### config.mk
export PLATFORM = sky130hd
export DESIGN_NAME = ifid_ctrl
export DESIGN_NICKNAME = d
export VERILOG_FILES = /design/src/rtl/mips_pkg.sv /design/src/rtl/id_hazard_unit.sv /design/src/rtl/ifid_ctrl.sv
export SDC_FILE = /design/constraint.sdc
export NUM_CORES = 1
export LEC_CHECK = 0
export CORE_UTILIZATION = 30
export CTS_BUF_LIST = sky130_fd_sc_hd__clkbuf_16
export CTS_CLUSTER_SIZE = 8
export DETAILED_ROUTE_END_ITERATION = 8
export GPL_ROUTABILITY_DRIVEN = 0
export PLACE_DENSITY = 0.67
export SETUP_SLACK_MARGIN = 0.05
export SYNTH_ARGS = -nofsm -noshare
export SYNTH_HDL_FRONTEND = slang
export SYNTH_HIERARCHICAL = 1
export SYNTH_SLANG_ARGS = --single-unit
### constraint.sdc
create_clock -name clk -period 3.78 [get_ports clk]
set_input_delay 0.567 -clock clk [delete_from_list [all_inputs] [get_ports clk]]
set_output_delay 0.567 -clock clk [all_outputs]
set_load 0.02 [all_outputs]
### src/rtl/mips_pkg.sv
// -----------------------------------------------------------------------------
// mips_pkg: shared MIPS ID-stage constants and types.
//   - opcode / funct encodings for the control-flow instructions decoded in ID
//   - next-PC select codes (PCSRC_*)
//   - external-interrupt FSM state enum
//   - I-type field view of an instruction word and the branch-target helper
// -----------------------------------------------------------------------------
package mips_pkg;

    localparam int unsigned XLEN    = 32;
    localparam int unsigned REG_W   = 5;
    localparam int unsigned PCSRC_W = 3;

    localparam logic [5:0] OP_RTYPE = 6'h00;
    localparam logic [5:0] OP_J     = 6'h02;
    localparam logic [5:0] OP_JAL   = 6'h03;
    localparam logic [5:0] OP_BEQ   = 6'h04;
    localparam logic [5:0] OP_BNE   = 6'h05;
    localparam logic [5:0] OP_BLEZ  = 6'h06;
    localparam logic [5:0] OP_BGTZ  = 6'h07;

    localparam logic [5:0] FN_JR    = 6'h08;
    localparam logic [5:0] FN_JALR  = 6'h09;

    localparam logic [PCSRC_W-1:0] PCSRC_SEQ    = 3'd0;
    localparam logic [PCSRC_W-1:0] PCSRC_BRANCH = 3'd1;
    localparam logic [PCSRC_W-1:0] PCSRC_JUMP   = 3'd2;
    localparam logic [PCSRC_W-1:0] PCSRC_TRAP   = 3'd3;

    typedef enum logic [1:0] {
        IRQ_IDLE = 2'd0,
        IRQ_PEND = 2'd1,
        IRQ_MASK = 2'd2
    } irq_state_e;

    // I-type view of an instruction word
    typedef struct packed {
        logic [5:0]       opcode;
        logic [REG_W-1:0] rs;
        logic [REG_W-1:0] rt;
        logic [15:0]      imm;
    } instr_i_t;

    // PC+4 plus sign-extended word offset, wrapping modulo 2^32
    function automatic logic [XLEN-1:0] branch_target(input logic [XLEN-1:0] pc4,
                                                      input logic [15:0]     imm);
        return pc4 + {{14{imm[15]}}, imm, 2'b00};
    endfunction

endpackage

### src/rtl/id_hazard_unit.sv
// -----------------------------------------------------------------------------
// id_hazard_unit: combinational ID-stage hazard detection.
//   Inputs : id_rs/id_rt      source fields of the instruction in ID
//            id_is_jtype      ID holds j/jal (no register sources)
//            id_is_ctrl       ID holds a branch, jr or jalr (resolved in ID)
//            ex_mem_read, ex_reg_write, ex_rd   EX-stage producer info
//            mem_mem_read, mem_rd               MEM-stage producer info
//   Output : stall            load-use or branch-operand hazard present
// -----------------------------------------------------------------------------
module id_hazard_unit
    import mips_pkg::*;
(
    input  logic [REG_W-1:0] id_rs,
    input  logic [REG_W-1:0] id_rt,
    input  logic             id_is_jtype,
    input  logic             id_is_ctrl,
    input  logic             ex_mem_read,
    input  logic             ex_reg_write,
    input  logic [REG_W-1:0] ex_rd,
    input  logic             mem_mem_read,
    input  logic [REG_W-1:0] mem_rd,
    output logic             stall
);

    logic ex_match;
    logic mem_match;
    logic load_use;
    logic branch_haz;

    // $0 is never a real dependency
    always_comb begin
        ex_match   = (ex_rd != '0) && ((ex_rd == id_rs) || (ex_rd == id_rt));
        mem_match  = (mem_rd != '0) && ((mem_rd == id_rs) || (mem_rd == id_rt));
        load_use   = ex_mem_read && ex_match && !id_is_jtype;
        // Compare/jr operands are needed in ID, so a result still in EX, or a
        // load still in MEM, cannot be forwarded in time.
        branch_haz = id_is_ctrl && ((ex_reg_write && ex_match) || (mem_mem_read && mem_match));
        stall      = load_use || branch_haz;
    end

endmodule

### src/rtl/ifid_ctrl.sv
// -----------------------------------------------------------------------------
// ifid_ctrl: IF/ID pipeline register with ID-stage branch/jump resolution,
// hazard stall generation and external-interrupt entry.
//   Config : `IFID_IRQ_EN enables the irq synchroniser, pending FSM and EPC;
//            when undefined irq is ignored and irq_ack/epc are tied to 0.
//   Param  : IRQ_SYNC_STAGES  irq synchroniser depth (>= 2)
//   Inputs : clk, reset (async, active-high)
//            instruction_if, pc_plus4_if      fetch stage outputs
//            rs_data_id, rt_data_id           forwarded ID operands
//            ex_mem_read, ex_reg_write, ex_rd, mem_mem_read, mem_rd  hazard info
//            irq                              async level interrupt request
//   Outputs: instruction_id, pc_plus4_id      IF/ID register contents
//            pc_src_id, branch_addr_id, jump_addr_id   next-PC control
//            stall, flush, bubble_id          pipeline control
//            irq_ack, epc                     trap entry pulse / restart address
// -----------------------------------------------------------------------------
module ifid_ctrl
    import mips_pkg::*;
#(
    parameter int unsigned IRQ_SYNC_STAGES = 2
) (
    input  logic                 clk,
    input  logic                 reset,
    input  logic [XLEN-1:0]      instruction_if,
    input  logic [XLEN-1:0]      pc_plus4_if,
    input  logic [XLEN-1:0]      rs_data_id,
    input  logic [XLEN-1:0]      rt_data_id,
    input  logic                 ex_mem_read,
    input  logic                 ex_reg_write,
    input  logic [REG_W-1:0]     ex_rd,
    input  logic                 mem_mem_read,
    input  logic [REG_W-1:0]     mem_rd,
    input  logic                 irq,
    output logic [XLEN-1:0]      instruction_id,
    output logic [XLEN-1:0]      pc_plus4_id,
    output logic [PCSRC_W-1:0]   pc_src_id,
    output logic [XLEN-1:0]      branch_addr_id,
    output logic [XLEN-1:0]      jump_addr_id,
    output logic                 stall,
    output logic                 flush,
    output logic                 bubble_id,
    output logic                 irq_ack,
    output logic [XLEN-1:0]      epc
);

    logic [XLEN-1:0] instruction_id_q, instruction_id_d;
    logic [XLEN-1:0] pc_plus4_id_q, pc_plus4_id_d;

    instr_i_t ins;
    logic     is_branch;
    logic     is_jtype;
    logic     is_jreg;
    logic     is_ctrl;
    logic     br_taken;
    logic     hz_stall;
    logic     trap_entry;

    assign instruction_id = instruction_id_q;
    assign pc_plus4_id    = pc_plus4_id_q;

    // Decode and target generation for the instruction held in ID
    always_comb begin
        ins       = instr_i_t'(instruction_id_q);
        is_branch = (ins.opcode == OP_BEQ)  || (ins.opcode == OP_BNE) ||
                    (ins.opcode == OP_BLEZ) || (ins.opcode == OP_BGTZ);
        is_jtype  = (ins.opcode == OP_J) || (ins.opcode == OP_JAL);
        is_jreg   = (ins.opcode == OP_RTYPE) &&
                    ((instruction_id_q[5:0] == FN_JR) || (instruction_id_q[5:0] == FN_JALR));
        is_ctrl   = is_branch || is_jreg;

        br_taken = 1'b0;
        case (ins.opcode)
            OP_BEQ:  br_taken = (rs_data_id == rt_data_id);
            OP_BNE:  br_taken = (rs_data_id != rt_data_id);
            OP_BLEZ: br_taken = ($signed(rs_data_id) <= 32'sd0);
            OP_BGTZ: br_taken = ($signed(rs_data_id) >  32'sd0);
            default: br_taken = 1'b0;
        endcase

        branch_addr_id = branch_target(pc_plus4_id_q, ins.imm);
        jump_addr_id   = is_jreg ? rs_data_id
                                 : {pc_plus4_id_q[31:28], instruction_id_q[25:0], 2'b00};
    end

    id_hazard_unit u_hazard (
        .id_rs        (ins.rs),
        .id_rt        (ins.rt),
        .id_is_jtype  (is_jtype),
        .id_is_ctrl   (is_ctrl),
        .ex_mem_read  (ex_mem_read),
        .ex_reg_write (ex_reg_write),
        .ex_rd        (ex_rd),
        .mem_mem_read (mem_mem_read),
        .mem_rd       (mem_rd),
        .stall        (hz_stall)
    );

    // Next-PC / pipeline control: stall > trap > branch/jump > sequential
    always_comb begin
        stall     = 1'b0;
        flush     = 1'b0;
        bubble_id = 1'b0;
        pc_src_id = PCSRC_SEQ;
        if (hz_stall) begin
            stall     = 1'b1;
            bubble_id = 1'b1;
        end else if (trap_entry) begin
            pc_src_id = PCSRC_TRAP;
            flush     = 1'b1;
            bubble_id = 1'b1;
        end else if (is_branch && br_taken) begin
            pc_src_id = PCSRC_BRANCH;
            flush     = 1'b1;
        end else if (is_jtype || is_jreg) begin
            pc_src_id = PCSRC_JUMP;
            flush     = 1'b1;
        end
    end

    // IF/ID register next state
    always_comb begin
        instruction_id_d = hz_stall ? instruction_id_q : instruction_if;
        pc_plus4_id_d    = hz_stall ? pc_plus4_id_q    : pc_plus4_if;
    end

`ifdef IFID_IRQ_EN
    logic [IRQ_SYNC_STAGES-1:0] sync_q, sync_d;
    logic                       irq_prev_q, irq_prev_d;
    irq_state_e                 state_q, state_d;
    logic [XLEN-1:0]            epc_q, epc_d;
    logic                       irq_s;
    logic                       irq_rise;
    logic                       entry_ok;

    // Synchroniser, edge detect and interrupt pending FSM
    always_comb begin
        sync_d     = {sync_q[IRQ_SYNC_STAGES-2:0], irq};
        irq_s      = sync_q[IRQ_SYNC_STAGES-1];
        irq_prev_d = irq_s;
        irq_rise   = irq_s && !irq_prev_q;
        // Entry only on a real, non-control instruction so EPC names a restartable PC
        entry_ok   = !hz_stall && (instruction_id_q != '0) && !is_ctrl && !is_jtype;
        trap_entry = (state_q == IRQ_PEND) && entry_ok;

        state_d = state_q;
        epc_d   = epc_q;
        case (state_q)
            IRQ_IDLE: if (irq_rise) state_d = IRQ_PEND;
            IRQ_PEND: begin
                if (entry_ok) begin
                    state_d = IRQ_MASK;
                    epc_d   = pc_plus4_id_q - XLEN'(4);
                end
            end
            IRQ_MASK: if (!irq_s) state_d = IRQ_IDLE;
            default:  state_d = IRQ_IDLE;
        endcase
    end

    assign irq_ack = trap_entry;
    assign epc     = epc_q;
`else
    logic [1:0] unused_irq;

    assign trap_entry = 1'b0;
    assign irq_ack    = 1'b0;
    assign epc        = '0;
    assign unused_irq = {irq, 1'(IRQ_SYNC_STAGES)};
`endif

    // All state flops
    always_ff @(posedge clk or posedge reset) begin
        if (reset) begin
            instruction_id_q <= '0;
            pc_plus4_id_q    <= '0;
`ifdef IFID_IRQ_EN
            sync_q           <= '0;
            irq_prev_q       <= 1'b0;
            state_q          <= IRQ_IDLE;
            epc_q            <= '0;
`endif
        end else begin
            instruction_id_q <= instruction_id_d;
            pc_plus4_id_q    <= pc_plus4_id_d;
`ifdef IFID_IRQ_EN
            sync_q           <= sync_d;
            irq_prev_q       <= irq_prev_d;
            state_q          <= state_d;
            epc_q            <= epc_d;
`endif
        end
    end

endmodule

==> results of run 1 <==
==> through the flow <==
| stage | cells | total power, uW | area (um^2) | worst slack, ns | utilization |
|---|---|---|---|---|---|
| global placement | 1124 | 2260 | 8590 | -0.141 | 0.497 |
| finish | 1141 | 3070 | 9000 | 0.180 | 0.521 |
| CTS | 1139 | 3080 | 8910 | 0.0557 | 0.515 |
| global route | 1141 | 3240 | 9000 | 0.0178 | 0.521 |
| detailed placement | 1124 | 2270 | 8590 | -0.149 | 0.497 |
| floorplan | 622 | 1570 | 5460 | 0.132 | - |
==> logic make-up (layout without fill, tap and decap cells) <==
| group | count (synthesis) | in the layout | share of synthesized area |
|---|---|---|---|
| AOI/OAI and AO/OA | 93 | 93 | 0.123 |
| xor gates and xnor gates | 77 | 77 | 0.127 |
| adders and majority gates | 30 | 30 | 0.0719 |
| buffers and inverters | 69 | 363 | 0.0749 |
| DFF | 64 | 64 | 0.301 |
| muxes | 64 | 64 | 0.135 |
| other | 1 | 34 | 0.000704 |
| and+or+nand+nor | 191 | 191 | 0.167 |
==> layout by cell type (no fill, tap or decap), drive strengths merged, types with 22 or more instances in the layout <==
cell	n
clkdlybuf4s50	253
nand2	97
mux2	64
dfrtp	64
buf	64
xor2	51
conb	34
ha	29
xnor2	26
a21oi	25
nor2	22
==> layer usage <==
| layer | vias up | track usage |
|---|---|---|
| li1 | 2667 | - |
| met1 | 2620 | 0.271 |
| met3 | 14 | 0.0464 |
| met4 | 0 | 0.0680 |
| met2 | 226 | 0.380 |
| met5 | - | 0 |
==> final cells by class <==
cell class	count	area [um^2]	share of cell area
Sequential cell	64	1600	0.178
Multi-Input combinational cell	489	3600	0.400
Tap cell	225	282	0.0313
Clock buffer	9	225	0.0250
Inverter	14	52.6	0.00584
Clock inverter	6	61.3	0.00681
Timing Repair Buffer	334	3180	0.353
==> cell usage after synthesis, types with 2 or more instances <==
cell,instances,area share
nand4_1,8,0.0094
a21boi_0,2,0.0028
or2_2,2,0.0023
a21oi_1,25,0.023
o21ai_0,13,0.012
or4_1,3,0.0042
nand2b_1,5,0.0059
inv_1,14,0.0099
buf_1,3,0.0021
and3_1,8,0.0094
o21bai_1,3,0.0042
dfrtp_1,64,0.30
or3_1,3,0.0035
xnor2_1,26,0.043
a2111o_1,3,0.0063
ha_1,29,0.068
mux2_2,64,0.14
clkbuf_1,14,0.0099
a22oi_1,2,0.0028
o41ai_1,3,0.0049
nor2_1,22,0.016
nor4_1,14,0.016
xor2_1,51,0.084
buf_4,37,0.052
nor3_1,14,0.013
o21a_1,4,0.0056
a21o_1,14,0.020
nand2_1,96,0.068
and2_1,3,0.0035
a31o_2,2,0.0033
a31oi_1,2,0.0023
o211ai_1,5,0.0070
a211oi_1,2,0.0028
nand3_1,7,0.0066
==> flip-flops by register name, indices dropped and copies added (netlist names) <==
| name | cells |
|---|---|
| instruction_id | 32 |
| pc_plus4_id | 32 |
==> timing repair <==
| item | 4_1_cts | 5_1_grt |
|---|---|---|
| hold endpoints to repair | 0 | 0 |
| pin swaps | 4 | 6 |
| cloned | 0 | 0 |
| buffers inserted | 0 | 2 |
| gates resized for setup | 47 | 41 |
| setup endpoints to repair | 20 | 18 |
==> worst paths after layout <==
| path | from | end | slack, ns | depth (start not counted) |
|---|---|---|---|---|
| setup / recovery | instruction_id[3] | branch_addr_id[24] | 0.18 | 11 |
| hold / removal | pc_plus4_id[1] | pc_plus4_id[1] | 0.53 | 1 |
| setup reg to reg | instruction_id[4] | pc_plus4_id[3] | 1.06 | 10 |
| hold reg to reg | pc_plus4_id[1] | pc_plus4_id[1] | 0.53 | 1 |
| max in group asynchronous | reset | instruction_id[4] | 2.18 | 3 |
| min in group asynchronous | reset | instruction_id[30] | 0.82 | 2 |
==> power groups by stage <==
| stage | Clock, uW | Sequential (uW) | Combinational (uW) |
|---|---|---|---|
| after global placement | 0 | 805 | 1460 |
| after CTS | 842 | 794 | 1440 |
| after global routing | 869 | 803 | 1560 |
| final | 822 | 795 | 1460 |
| after floorplan | 0 | 859 | 708 |
| after detailed placement | 0 | 805 | 1460 |
==> reports/qor.yml, run 1 <==
status: "completed"
grt_max_degree: 48
antenna_left: 0
avgRoutedWirePerCell_um: 17.9
min_period_over_period: 0.952
critPathArrivalTime_ns: 3.03
htreeDepth: 3
ioPinCount: 311
dp_hpwl_mm: 16.7
setup_violations: 0
worst_pin_slew_ns: 1.06
cts_tree: "done"
p_clk_frac: 0.267
numCtsBuffers: 9
syn_avg_cell_area_um2: 9.05
wl_met2_mm: 10.1
first_global_vias: 5409
clockBufferDepth: 2
nets: 1086
finalWirelength_mm: 20.4
syn_inst: 589
grt_pass1_wl_mm: 30.2
timing.hold.ws_ns: 0.535
ys_ff_latch: 64
skew_ns: 0.00811
maxSlewViolCount: 0
coreArea_um2: 17300
ir_drop_mv: 0.220
antenna_found_initial: 0
synth-edff-count: 0
path_max_fanout: 4
dr.pass1.iters: 4
root_buffer: "clkbuf_16"
vias_per_cell: 4.84
drv_cap: 0
wl_met3_mm: 1.46
yosysWarnings: 6
dieHeight_um: 135
syn_to_final_growth_pct: 69.0
final.fill_count: 1630
seqPwrFrac: 0.259
slew_headroom: 0.291
fin_crit_ns: 3.60
first_iter_violations: 151
highest_layer: "met4"
synth_ff_type: "dfrtp_1"
dieArea_um2: 18300
path_delay_family: "compound AO/OA/AOI/OAI gates"
critPathKind: "flop to primary output"
syn-cell-area_um2: 5330
p_sw_frac: 0.367
vias: 5527
tns_ns: 0
slowest_delay_ns: 0.47
route.detailed.drc: 0
start_kind: "flop"
p_int_uw: 1950
fmax_mhz: 278
start_util: 0.308
crit_buf_inv: 3
clock_sinks: 64
endpoint_kind: "primary output"
insertion_delay_ns: 0.34
drive_gt1_frac: 0.197
finalHoldViolCount: 0
power.net_switching_uw: 1130
pwr-share-comb: 0.474
netlist-cell-type-count: 56
cp_data_required_time_ns: 3.21
portBuffers: 275
antennaDiodeCount: 0
p_leak_uw: 0.00392
std_cell_rows: 48
async_flop_share: 1.00
clkTransAtPathRegs_ns: 0.06
grt.overflow.total: 0
wl_met1_mm: 8.64
cts_hold_buf: 0
cpMaxStageDelayCell: "or4_1"
globalRouteTotalUtil: 0.220
min_path_type: "flop to flop"
path_cells: "ha_1, o211ai_1, a21oi_4, buf_6, o21ai_4, a2111oi_4, buf_4, o31a_1, or4_1, o211ai_1, buf_4"
rsz0062_at_grt: "no"
ys_seq_area_frac: 0.301
power_density_nw_per_um2: 341
die_w_um: 135
No activity file was read; power rests on OpenSTA's default activity.
==> run 2: changes to the inputs <==
SKIP_CTS_REPAIR_TIMING = 1   (was default)
==> run 2 against run 1 <==
  * Critical path depth up 2
  * Cell area up 0.33%
  * Maximum frequency down 3.3%
  * Clock skew about the same
  * Cell count unchanged
  * Via count up 0.65%
  * Die area unchanged
  * Largest power group unchanged
==> reports/qor.yml, run 2 (synthesis gave the netlist of run 1 again) <==
syn_to_final_growth_pct: 69.6
dp_cells: 1124  # unchanged
timing.hold.ws_ns: 0.535  # +0.0000200 ns
power_density_nw_per_um2: 341  # about the same
ir_drop_mv: 0.220  # about the same
clkTransAtPathRegs_ns: 0.06  # about the same
htreeDepth: 3  # unchanged
drive_gt1_frac: 0.187  # -0.00983
vias_per_cell: 4.88  # +0.65%
cpMaxStageDelayCell: "a2111oi_4"
finalWirelength_mm: 20.3  # -0.45%
route.detailed.drc: 0  # unchanged
clockBufferDepth: 2  # unchanged
crit_cells: 13  # +2
dp_hpwl_mm: 16.7  # unchanged
endpoint_kind: "primary output"
avgRoutedWirePerCell_um: 17.8  # -0.45%
fin_crit_ns: 3.72  # +0.124 ns
numCtsBuffers: 9  # unchanged
min_period_over_period: 0.985  # +0.0328
antenna_found_initial: 0  # unchanged
slowest_delay_ns: 0.40  # -0.07 ns
dr.pass1.iters: 4  # unchanged
path_max_fanout: 3  # -1
start_kind: "flop"
clock_sinks: 64  # unchanged
dieHeight_um: 135  # unchanged
rsz0062_at_grt: "yes"
root_buffer: "clkbuf_16"
globalRouteTotalUtil: 0.219  # -0.000481
critPathArrivalTime_ns: 3.16  # +0.13 ns
grt_max_degree: 48  # unchanged
crit_buf_inv: 4  # +1
path_cells: "ha_2, inv_2, fa_2, nand2b_4, a21oi_4, buf_6, o21ai_4, a2111oi_4, buf_4, nor3_4, o41ai_2, xor2_1, buf_4"
ff2ff_path_depth: 10  # unchanged
slew_headroom: 0.285  # -0.00618
maxSlewViolCount: 0  # unchanged
status: "completed"
first_iter_violations: 190  # +26%
portBuffers: 275  # unchanged
hp-start: "pc_plus4_id[1]"
critPathKind: "flop to primary output"
skew_ns: 0.00787  # -0.000247 ns
antennaDiodeCount: 0  # unchanged
hold_depth: 1  # unchanged
std_cell_rows: 48  # unchanged
worstReg2RegStart: "instruction_id[4]"
final_cell_mix: "clkdlybuf4s50_1 (255), nand2_1 (96), mux2_2 (64), dfrtp_1 (64), buf_4 (58)"
nets: 1086  # unchanged
tns_ns: 0  # unchanged
coreArea_um2: 17300  # unchanged
instances_no_fill: 1141  # unchanged
setup_violations: 0  # unchanged
dp_slack_ns: -0.149  # unchanged
drv_cap: 0  # unchanged
p_leak_uw: 0.00402  # +2.3%
first_global_vias: 5388  # -0.39%
min_path_type: "flop to flop"
finalHoldViolCount: 0  # unchanged
die_w_um: 135  # unchanged
fmax_mhz: 269  # -3.3%
grt_pass1_wl_mm: 30.1  # -0.39%
grt.overflow.total: 0  # unchanged
path_delay_family: "compound AO/OA/AOI/OAI gates"
cpMostUsedCell: "buf_4"
fin_ws_ns: 0.0565  # -0.124 ns
cts_tree: "done"
dieArea_um2: 18300  # unchanged
insertion_delay_ns: 0.34  # about the same
antenna_left: 0  # unchanged
final_common_cell: "clkdlybuf4s50_1"
startpoint: "pc_plus4_id[2]"
ioPinCount: 311  # unchanged
worst_pin_slew_ns: 1.07  # +0.00925 ns
start_util: 0.308  # unchanged
cp_data_required_time_ns: 3.21  # about the same
vias: 5563  # +0.65%
-- run 2: worst paths after layout --
check | end | slack (ns)
setup reg to reg | instruction_id[7] | 1.05
setup / recovery | branch_addr_id[30] | 0.06
max in group asynchronous | instruction_id[4] | 2.17
hold / removal | pc_plus4_id[1] | 0.53
hold reg to reg | pc_plus4_id[1] | 0.53
min in group asynchronous | instruction_id[30] | 0.83
-- run 2: where the power goes --
| group | internal (uW) | switching, uW |
|---|---|---|
| Sequential | 736 | 58.4 |
| Combinational | 721 | 747 |
| Clock | 503 | 318 |
| Total | 1960 | 1120 |
-- run 2: cell type report --
cell class | count | area (um^2)
multi-input combinational | 489 | 3580
clock buffer | 9 | 225
timing repair buffer | 334 | 3230
tap | 225 | 282
fill | 1614 | 8260
sequential | 64 | 1600
inverter | 14 | 52.6
clock inverter | 6 | 61.3
-- run 2: stage by stage --
stage / util / instance area (um^2) / total power, uW
3_3_place_gp: 0.497 / 8590 / 2260
2_1_floorplan: - / 5460 / 1570
6_report: 0.522 / 9030 / 3080
3_5_place_dp: 0.497 / 8590 / 2270
4_1_cts: 0.513 / 8880 / 3110
5_1_grt: 0.522 / 9030 / 3250
-- run 2: per-layer routing --
metal	up-vias	wire length, um	track usage
li1	2669	-	-
met1	2646	8580	0.271
met2	234	10000	0.379
met3	14	1500	0.0468
met4	0	236	0.0687
met5	-	0	0
